### config.mk
export PLATFORM = sky130hd
export DESIGN_NAME = colour_selector
export DESIGN_NICKNAME = d
export VERILOG_FILES = /design/src/rtl/colour_pkg.sv /design/src/rtl/btn_debounce.sv /design/src/rtl/colour_selector.sv
export SDC_FILE = /design/constraint.sdc
export NUM_CORES = 1
export LEC_CHECK = 0
export ABC_AREA = 1
export CORE_MARGIN = 5
export CORE_UTILIZATION = 55
export DETAILED_ROUTE_END_ITERATION = 6
export DONT_BUFFER_PORTS = 1
export GPL_ROUTABILITY_DRIVEN = 0
export GPL_TIMING_DRIVEN = 0
export HOLD_SLACK_MARGIN = 0.08
export PLACE_DENSITY = 0.69
export SETUP_SLACK_MARGIN = 0.2
export SKIP_CTS_REPAIR_TIMING = 1
export SLEW_MARGIN = 20
export SYNTH_ARGS = -nofsm -noshare
export SYNTH_HDL_FRONTEND = slang
export SYNTH_SLANG_ARGS = --single-unit
### constraint.sdc
create_clock -name clk25 -period 2.35 [get_ports clk25]
set_clock_uncertainty 0.2 [all_clocks]
set_input_delay 0.3525 -clock clk25 [delete_from_list [all_inputs] [get_ports clk25]]
set_output_delay 0.3525 -clock clk25 [all_outputs]
set_load 0.02 [all_outputs]
### src/rtl/colour_pkg.sv
// Shared palette, index width and selector state encoding for the colour path
// and any render stage that needs to interpret color_idx.
package colour_pkg;

  localparam int IDX_W = 2;

  typedef logic [IDX_W-1:0] idx_t;
  typedef logic [15:0]      rgb565_t;

  localparam rgb565_t C_RED   = 16'hF800;
  localparam rgb565_t C_GREEN = 16'h07E0;
  localparam rgb565_t C_BLUE  = 16'h001F;
  localparam rgb565_t C_WHITE = 16'hFFFF;

  typedef enum logic [1:0] {
    ST_IDLE   = 2'd0,
    ST_HELD   = 2'd1,
    ST_REPEAT = 2'd2
  } sel_state_e;

  function automatic rgb565_t palette(input idx_t i_idx);
    rgb565_t w_col;
    case (i_idx)
      2'd0:    w_col = C_RED;
      2'd1:    w_col = C_GREEN;
      2'd2:    w_col = C_BLUE;
      default: w_col = C_WHITE;
    endcase
    return w_col;
  endfunction

endpackage

### src/rtl/btn_debounce.sv
// Two-flop synchroniser followed by a level debouncer; emits the debounced
// level plus single-cycle pulses registered in the same edge the level flips.
module btn_debounce
  import colour_pkg::*;
#(
  parameter int DEBOUNCE_CYCLES = 5_000_000
) (
  input  logic i_clk25,
  input  logic i_rst_n,
  input  logic i_btn,
  output logic o_db,
  output logic o_rise,
  output logic o_fall
);

  localparam int CNT_W = (DEBOUNCE_CYCLES > 1) ? $clog2(DEBOUNCE_CYCLES) : 1;
  localparam logic [CNT_W-1:0] CNT_LAST = CNT_W'(DEBOUNCE_CYCLES - 1);

  logic             r_meta;
  logic             r_sync;
  logic             r_db;
  logic [CNT_W-1:0] r_cnt;
  logic             r_rise;
  logic             r_fall;

  always_ff @(posedge i_clk25 or negedge i_rst_n) begin
    if (!i_rst_n) begin
      r_meta <= 1'b0;
      r_sync <= 1'b0;
      r_db   <= 1'b0;
      r_cnt  <= '0;
      r_rise <= 1'b0;
      r_fall <= 1'b0;
    end else begin
      r_meta <= i_btn;
      r_sync <= r_meta;
      r_rise <= 1'b0;
      r_fall <= 1'b0;
      if (r_sync != r_db) begin
        // Flip on the cycle the count would reach DEBOUNCE_CYCLES.
        if (r_cnt == CNT_LAST) begin
          r_db   <= ~r_db;
          r_cnt  <= '0;
          r_rise <= ~r_db;
          r_fall <= r_db;
        end else begin
          r_cnt <= r_cnt + 1'b1;
        end
      end else begin
        r_cnt <= '0;
      end
    end
  end

  assign o_db   = r_db;
  assign o_rise = r_rise;
  assign o_fall = r_fall;

endmodule

### src/rtl/colour_selector.sv
// Push-button colour selector: debounced press advances the palette index,
// holding the button auto-repeats after a hold delay.
//   state     | meaning
//   ST_IDLE   | button released, waiting for a debounced press
//   ST_HELD   | pressed, timing the hold delay before auto-repeat
//   ST_REPEAT | still held, advancing every repeat period
module colour_selector
  import colour_pkg::*;
#(
  parameter int DEBOUNCE_CYCLES = 5_000_000,
  parameter int HOLD_CYCLES     = 25_000_000,
  parameter int REPEAT_CYCLES   = 12_500_000
) (
  input  logic             clk25,
  input  logic             rst_n,
  input  logic             btn,
  input  logic             enable,
  output logic [15:0]      color_out,
  output logic [IDX_W-1:0] color_idx,
  output logic             changed
);

  localparam int TMR_MAX = (HOLD_CYCLES > REPEAT_CYCLES) ? HOLD_CYCLES : REPEAT_CYCLES;
  localparam int TMR_W   = (TMR_MAX > 1) ? $clog2(TMR_MAX) : 1;
  localparam logic [TMR_W-1:0] HOLD_LAST   = TMR_W'(HOLD_CYCLES - 1);
  localparam logic [TMR_W-1:0] REPEAT_LAST = TMR_W'(REPEAT_CYCLES - 1);

  logic w_db;
  logic w_rise;
  logic w_fall;
  logic w_release;

  btn_debounce #(
    .DEBOUNCE_CYCLES(DEBOUNCE_CYCLES)
  ) u_btn_debounce (
    .i_clk25 (clk25),
    .i_rst_n (rst_n),
    .i_btn   (btn),
    .o_db    (w_db),
    .o_rise  (w_rise),
    .o_fall  (w_fall)
  );

  assign w_release = w_fall | ~w_db;

  sel_state_e       r_state;
  sel_state_e       w_state_nxt;
  logic [TMR_W-1:0] r_tmr;
  logic [TMR_W-1:0] w_tmr_nxt;
  logic             w_step;
  logic             w_adv;
  idx_t             r_idx;
  idx_t             w_idx_nxt;
  rgb565_t          r_color;
  logic             r_changed;

  always_comb begin
    w_state_nxt = r_state;
    w_tmr_nxt   = r_tmr;
    w_step      = 1'b0;
    case (r_state)
      ST_IDLE: begin
        w_tmr_nxt = '0;
        if (w_rise) begin
          w_state_nxt = ST_HELD;
          w_step      = 1'b1;
        end
      end
      ST_HELD: begin
        // Release wins over a simultaneous timer expiry.
        if (w_release) begin
          w_state_nxt = ST_IDLE;
          w_tmr_nxt   = '0;
        end else if (r_tmr == HOLD_LAST) begin
          w_state_nxt = ST_REPEAT;
          w_tmr_nxt   = '0;
          w_step      = 1'b1;
        end else begin
          w_tmr_nxt = r_tmr + 1'b1;
        end
      end
      ST_REPEAT: begin
        if (w_release) begin
          w_state_nxt = ST_IDLE;
          w_tmr_nxt   = '0;
        end else if (r_tmr == REPEAT_LAST) begin
          w_tmr_nxt = '0;
          w_step    = 1'b1;
        end else begin
          w_tmr_nxt = r_tmr + 1'b1;
        end
      end
      default: begin
        w_state_nxt = ST_IDLE;
        w_tmr_nxt   = '0;
      end
    endcase
  end

  assign w_adv     = w_step & enable;
  assign w_idx_nxt = r_idx + 1'b1;

  always_ff @(posedge clk25 or negedge rst_n) begin
    if (!rst_n) begin
      r_state   <= ST_IDLE;
      r_tmr     <= '0;
      r_idx     <= '0;
      r_color   <= C_RED;
      r_changed <= 1'b0;
    end else begin
      r_state   <= w_state_nxt;
      r_tmr     <= w_tmr_nxt;
      r_changed <= w_adv;
      if (w_adv) begin
        r_idx   <= w_idx_nxt;
        r_color <= palette(w_idx_nxt);
      end
    end
  end

  assign color_out = r_color;
  assign color_idx = r_idx;
  assign changed   = r_changed;

endmodule
==> results of run 1 <==
cell families (layout without fill, tap and decap cells):
group                    count (synthesis)  count (layout)  share of synthesized area, %
flip-flops                              60              60                          43.0
XOR/XNOR                                29              29                          7.26
buffers and inverters                   64              84                          8.84
AND/OR/NAND/NOR                        279             279                          36.5
AO/OA/AOI/OAI                           10              10                          1.57
adder cells (fa/ha/maj)                  8               8                          2.86
state kept, by name (all words and copies together), names as in the netlist:
signal                 count
changed                    1
color_idx                  2
color_out                  2
r_state                    2
r_tmr                     25
u_btn_debounce.o_db        1
u_btn_debounce.o_fall      1
u_btn_debounce.o_rise      1
u_btn_debounce.r_cnt      23
u_btn_debounce.r_meta      1
u_btn_debounce.r_sync      1
final cells by class:
class	instances	area (µm²)
fill	543	2370
multi-input combinational	326	1690
sequential	60	1500
inverter	46	173
clock buffer	10	138
buffer	18	136
clock inverter	6	111
tap	77	96.3
timing repair buffer	4	57.6
cell usage after synthesis, drive strengths merged:
cell and number:
or2 6, o31ai 1, nor2 113, inv 46
o21ai 6, nand2 91, xor2 22, a21oi 2
buf 17, dfstp 1, ha 8, nand3b 2
xnor2 7, nor3 15, nor3b 1, clkbuf 1
o21bai 1, nand4 9, dfrtp 59, nor4 2
nand3 40
worst max path at each step:
stage                                 start                        to  slack, ps  cells after the start
floorplan           u_btn_debounce.r_cnt[0]  u_btn_debounce.r_cnt[14]        600                      8
global placement    u_btn_debounce.r_cnt[0]   u_btn_debounce.r_cnt[5]        290                      8
detailed placement  u_btn_debounce.r_cnt[0]   u_btn_debounce.r_cnt[6]        280                      8
CTS                 u_btn_debounce.r_cnt[0]   u_btn_debounce.r_cnt[5]        270                      8
global route        u_btn_debounce.r_cnt[0]   u_btn_debounce.r_cnt[3]        210                      8
finish              u_btn_debounce.r_cnt[0]  u_btn_debounce.r_cnt[14]        320                      8
layer usage:
layer	GRT usage, %	up-vias
met2	27.9	47
met3	4.59	9
li1	-	1433
met5	0	-
met1	23.1	1273
met4	7.81	0
where the power goes:
group          switching, mW  total [mW]  internal (mW)
logic                 0.0340      0.0476         0.0135
registers            0.00568        1.04           1.04
clock network          0.424        1.16          0.733
critical path, stage by stage, from the launching register on:
cell,delay [ps]
dfrtp_1,440
ha_1,210
nand2_2,80
nor2_4,160
nand2_2,80
nor2_1,240
nand4_4,250
nand2_4,180
nor2_1,60
stage by stage:
step	util, %	hold WS [ps]	setup slack, ps	instance area (µm²)	total power, mW
global placement	57.2	-141	290	3590	1.08
detailed placement	57.2	-142	278	3590	1.08
global route	62.2	179	206	3910	2.32
finish	62.2	158	323	3910	2.25
CTS	61.2	-514	267	3840	2.24
floorplan	-	-143	605	3500	1.08
==> flow_metrics.env, run 1 <==
export IMPL_core_area_um2=6280
export IMPL_fin_cells=547
export IMPL_timing_fmax_mhz=493
export IMPL_finalHoldViolCount=0
export IMPL_synth_fp_nets=462
export IMPL_clk_latency_ps=340
export IMPL_avgSynthCellArea_um2=7.77
export IMPL_wl_met3_um=286
export IMPL_routed_wl_mm=6.79
export IMPL_finalSetupViolations=0
export IMPL_grt_antenna_before_repair=0
export IMPL_r2r_start="u_btn_debounce.r_cnt[0]"
export IMPL_outcome="finished, final reports clean"
export IMPL_drc_errors=0
export IMPL_cts_buffers=9
export IMPL_ant_nets=0
export IMPL_tightest_slew_ps=497
export IMPL_rsz0062_at_grt="false"
export IMPL_drtPass1Iterations=4
export IMPL_min_period_ps=2030
export IMPL_ir_drop_uv=374
export IMPL_leakagePower_nw=1.70
export IMPL_drv_cap=0
export IMPL_r2r_slack_ps=320
export IMPL_placed_cells=527
export IMPL_report_final_slew_viol_count=0
export IMPL_dp_hpwl_mm=4.93
export IMPL_cts_root_buf="clkbuf_8"
export IMPL_layout_commonest_cell="nor2_1"
export IMPL_startpoint_type="register"
export IMPL_slew_limit_headroom_pct=66.9
export IMPL_final_cell_mix="104 x nor2_1, 84 x nand2_1, 59 x dfrtp_1"
export IMPL_hp_class="register to register"
export IMPL_hold_path_startpoint="u_btn_debounce.r_meta"
export IMPL_synth_area_um2=3500
export IMPL_cp_data_required_time_ps=2380
export IMPL_drt_met1_wl_mm=3.25
export IMPL_std_cell_rows=29
export IMPL_clkSlewWorstSetupHoldPaths_ps=70
export IMPL_avgRoutedWirePerCell_um=12.4
export IMPL_dr_total_vias=2762
export IMPL_yosysWarnings=0
export IMPL_syn_inst=450
export IMPL_clockBufferDepth=2
export IMPL_dieArea_um2=8050
export IMPL_crit_type="register to register"
export IMPL_grt_pass1_vias=2613
export IMPL_grt_pass1_wl_mm=11.9
export IMPL_drive_above_1_share_pct=14.3
export IMPL_cts_tree="built"
export IMPL_cp_end_kind="register"
export IMPL_finalSetupTns_ps=0
export IMPL_nNetsFinal=477
export IMPL_antenna_cells=0
export IMPL_portBuffers=0
export IMPL_ys_ff_latch=60
export IMPL_die_w_um=89.7
export IMPL_drt_iter0_markers=112
export IMPL_fp_dieH_um=89.7
export IMPL_start_util_pct=55.7
export IMPL_wl_met2_mm=3.15
export IMPL_via_per_inst=5.05
export IMPL_routed_top_layer="met4"
export IMPL_syn2layout_area_growth_pct=11.7
export IMPL_period_share_pct=86.2
export IMPL_gr_total_overflow=0
export IMPL_ys_seq_area_share_pct=43.0
export IMPL_grt_max_degree=61
export IMPL_r2r_end="u_btn_debounce.r_cnt[14]"
export IMPL_cts_sinks=60
export IMPL_io_pins=23
export IMPL_crit_fanout=10
export IMPL_htree_levels=3
export IMPL_yosysTopAreaCell="dfrtp_1"
export IMPL_netlist_area_leader_share_pct=42.2
export IMPL_min_to="u_btn_debounce.r_sync"
export IMPL_track_usage_pct=17.8
export IMPL_min_path_cells=0
export IMPL_powerDensity_nw_per_um2=575
export IMPL_crit_arrival_ps=2060
export IMPL_ys_types=34
export IMPL_synthTopCellsByArea="dfrtp_1 42%, nor2_1 11%, nand2_1 9.0%"
export IMPL_reg2reg_depth=8
No activity file was read; power rests on OpenSTA's default activity.
==> run 2, diff against run 1 <==
CTS_CLUSTER_DIAMETER = 80   (was not set)
SYNTH_HIERARCHICAL = 1   (was not set)
==> run 2 against run 1 <==
- sequential power barely moved
- fmax rose by 4.0%
- combinational power increased by 2%
- critical path depth up 3
- register-to-register slack better by 80 ps
- critical endpoint is now r_tmr[3]
- largest cell class unchanged
- largest power group is now registers
==> flow_metrics.env, run 2 <==
export IMPL_synthFlopType="dfrtp_1"
export IMPL_routed_wl_mm=7.09
export IMPL_fp_dieH_um=91.4
export IMPL_dp_hpwl_mm=5.28
export IMPL_yosysTopAreaCell="dfrtp_1"
export IMPL_leakagePower_nw=1.80
export IMPL_grt_antenna_before_repair=0
export IMPL_nNetsFinal=508
export IMPL_synthMuxAreaShare_pct=0
export IMPL_timing_fmax_mhz=513
export IMPL_regMostFlops="r_tmr"
export IMPL_final_cell_mix="100 x nand2_1, 99 x nor2_1, 60 x inv_1"
export IMPL_finalSetupTns_ps=0
export IMPL_crit_type="register to register"
export IMPL_drt_met1_wl_mm=3.31
export IMPL_avgRoutedWirePerCell_um=12.3
export IMPL_drc_errors=0
export IMPL_grt_pass1_wl_mm=12.9
export IMPL_r2r_slack_ps=400
export IMPL_via_per_inst=5.01
export IMPL_synth_compound_area_share_pct=2.44
export IMPL_ys_ff_latch=60
export IMPL_synthTopCellsByCount="100 x nand2_1, 99 x nor2_1, 60 x inv_1"
export IMPL_min_period_ps=1950
export IMPL_fin_cells=578
export IMPL_synth_area_um2=3640
export IMPL_async_flop_share_pct=100
export IMPL_dieArea_um2=8350
export IMPL_post_place_ws_ps=383
export IMPL_synth_top_family_by_area="simple AND/OR/NAND/NOR gates"
export IMPL_finalSetupViolations=0
export IMPL_hold_path_startpoint="enable"
export IMPL_tightest_slew_ps=557
export IMPL_track_usage_pct=18.7
export IMPL_drtPass1Iterations=4
export IMPL_hp_class="primary input to register"
export IMPL_regArea_um2=1500
export IMPL_worst_hold_slack_ps=67.0
export IMPL_period_share_pct=83.0
export IMPL_synth_edf_count=0
export IMPL_worstPathCellList="ha_1, nand2_1, nor2_1, nand2_2, nor2_2, nand2_1, nand2_2, nand2_4, nand2_4, buf_8, nor2_1"
export IMPL_clk_latency_ps=340
export IMPL_drv_cap=0
export IMPL_synthTopCellsByArea="dfrtp_1 41%, nand2_1 10%, nor2_1 10%"
export IMPL_utilization_pct=62.7
export IMPL_outcome="finished, final reports clean"
export IMPL_dr_total_vias=2897
export IMPL_synthSimpleGateAreaFrac_pct=36.6
export IMPL_crit_fanout=10
export IMPL_r2r_start="r_tmr[0]"
export IMPL_ant_nets=0
export IMPL_ys_types=30
export IMPL_crit_family="simple AND/OR/NAND/NOR gates"
export IMPL_min_to="color_out[14]"
export IMPL_io_pins=23
export IMPL_die_w_um=91.4
export IMPL_reg_top3="r_tmr x25, u_btn_debounce/r_cnt x23"
export IMPL_synth_fp_nets=494
export IMPL_reg2reg_depth=11
export IMPL_antenna_cells=0
export IMPL_cts_buffers=9
export IMPL_cp_data_required_time_ps=2370
export IMPL_rsz0062_at_grt="false"
export IMPL_portBuffers=0
export IMPL_startpoint_type="register"
export IMPL_cp_slowest_cell="dfrtp_1"
export IMPL_synth_xor_area_share_pct=6.25
export IMPL_clkSlewWorstSetupHoldPaths_ps=70
export IMPL_clockBufferDepth=2
export IMPL_grt_pass1_vias=2835
export IMPL_crit_buf_inv=1
export IMPL_crit_arrival_ps=1970
export IMPL_report_final_slew_viol_count=0
export IMPL_fillers=590
export IMPL_largest_reg_flops=25
export IMPL_r2r_end="r_tmr[3]"
export IMPL_wl_met3_um=281
export IMPL_syn2layout_area_growth_pct=9.86
export IMPL_min_path_cells=4
export IMPL_htree_levels=3
export IMPL_drive_above_1_share_pct=15.6
export IMPL_syn_inst=482
export IMPL_core_area_um2=6390
export IMPL_cts_tree="built"
export IMPL_max_stage_delay_ps=390
export IMPL_ir_drop_uv=330
export IMPL_slew_limit_headroom_pct=62.9
export IMPL_layout_commonest_cell="nand2_1"
export IMPL_routed_top_layer="met4"
export IMPL_avgSynthCellArea_um2=7.56
export IMPL_cts_sinks=60
export IMPL_yosysWarnings=6
export IMPL_cp_end_kind="register"
export IMPL_yosys_area_share_adder_pct=2.75
export IMPL_powerDensity_nw_per_um2=525
export IMPL_cts_root_buf="clkbuf_8"
export IMPL_gr_total_overflow=0
export IMPL_synth_most_common_cell="nand2_1"
export IMPL_ys_seq_area_share_pct=41.3
export IMPL_netlist_area_leader_share_pct=40.5
export IMPL_multi_input_area_um2=1750
export IMPL_drt_iter0_markers=112
export IMPL_std_cell_rows=29
export IMPL_grt_max_degree=61
export IMPL_placed_cells=559
export IMPL_start_util_pct=57.0
export IMPL_finalHoldViolCount=0
export IMPL_fin_ws_ps=401
export IMPL_wl_met2_mm=3.37
run 2: changes by cell type after synthesis, moves of 4 or more:
| cell | previous run | this run |
|---|---|---|
| nor2_1 | 105 | 99 |
| nand4_1 | 8 | 14 |
| nand2_1 | 84 | 100 |
| inv_1 | 44 | 60 |
| nand2_4 | 1 | 5 |
| nor2_2 | 6 | 18 |
| nand3_1 | 37 | 31 |
| or2_2 | 5 | 1 |
| nor3_1 | 12 | 7 |
run 2: cells by family after synthesis:
logic type,Yosys count
simple gates,291
buf+inv,82
flops,60
xor+xnor,26
compound gates,15
fa+ha+maj,8
run 2: cell type report:
type / instances / share of cell area (%)
Buffer: 18 / 3.72
Clock buffer: 9 / 3.10
Clock inverter: 7 / 2.28
Inverter: 64 / 6.00
Multi-Input combinational cell: 340 / 43.7
Sequential cell: 60 / 37.6
Tap cell: 77 / 2.41
Timing Repair Buffer: 3 / 1.19
run 2: per-layer routing:
metal	up-vias	track usage [%]
met5	-	0
met4	0	7.95
met3	14	3.39
met2	54	30.5
met1	1324	24.5
li1	1505	-
run 2: metrics by stage:
stage	cell area [µm²]	power, mW
CTS	3950	2.10
finish	4000	2.10
detailed placement	3740	1.08
global route	4000	2.20
floorplan	3640	1.08
global placement	3740	1.08
run 2: report_power, final:
| group | total [mW] | switching, mW | internal [mW] | leakage [nW] |
|---|---|---|---|---|
| combinational | 0.0486 | 0.0352 | 0.0135 | 0.867 |
| sequential | 1.04 | 0.00409 | 1.04 | 0.828 |
| clock | 1.01 | 0.417 | 0.593 | 0.109 |
| total | 2.10 | 0.457 | 1.64 | 1.80 |
run 2: how the worst max path moves through the flow:
stage,from,end,slack (ps),cells past startpoint
after floorplan,r_tmr[0],r_tmr[18],640,11
after global placement,r_tmr[0],r_tmr[23],420,11
after detailed placement,r_tmr[0],r_tmr[16],380,11
after CTS,r_tmr[0],r_tmr[4],370,11
after global routing,r_tmr[0],r_tmr[3],210,11
final,r_tmr[0],r_tmr[3],400,11
run 2: worst reg2reg max path: cells and delay by family (launching register included):
family	cells	cell delay [ps]
AND/OR/NAND/NOR	9	880
flip-flops	1	390
adder cells (fa/ha/maj)	1	220
buffers and inverters	1	150
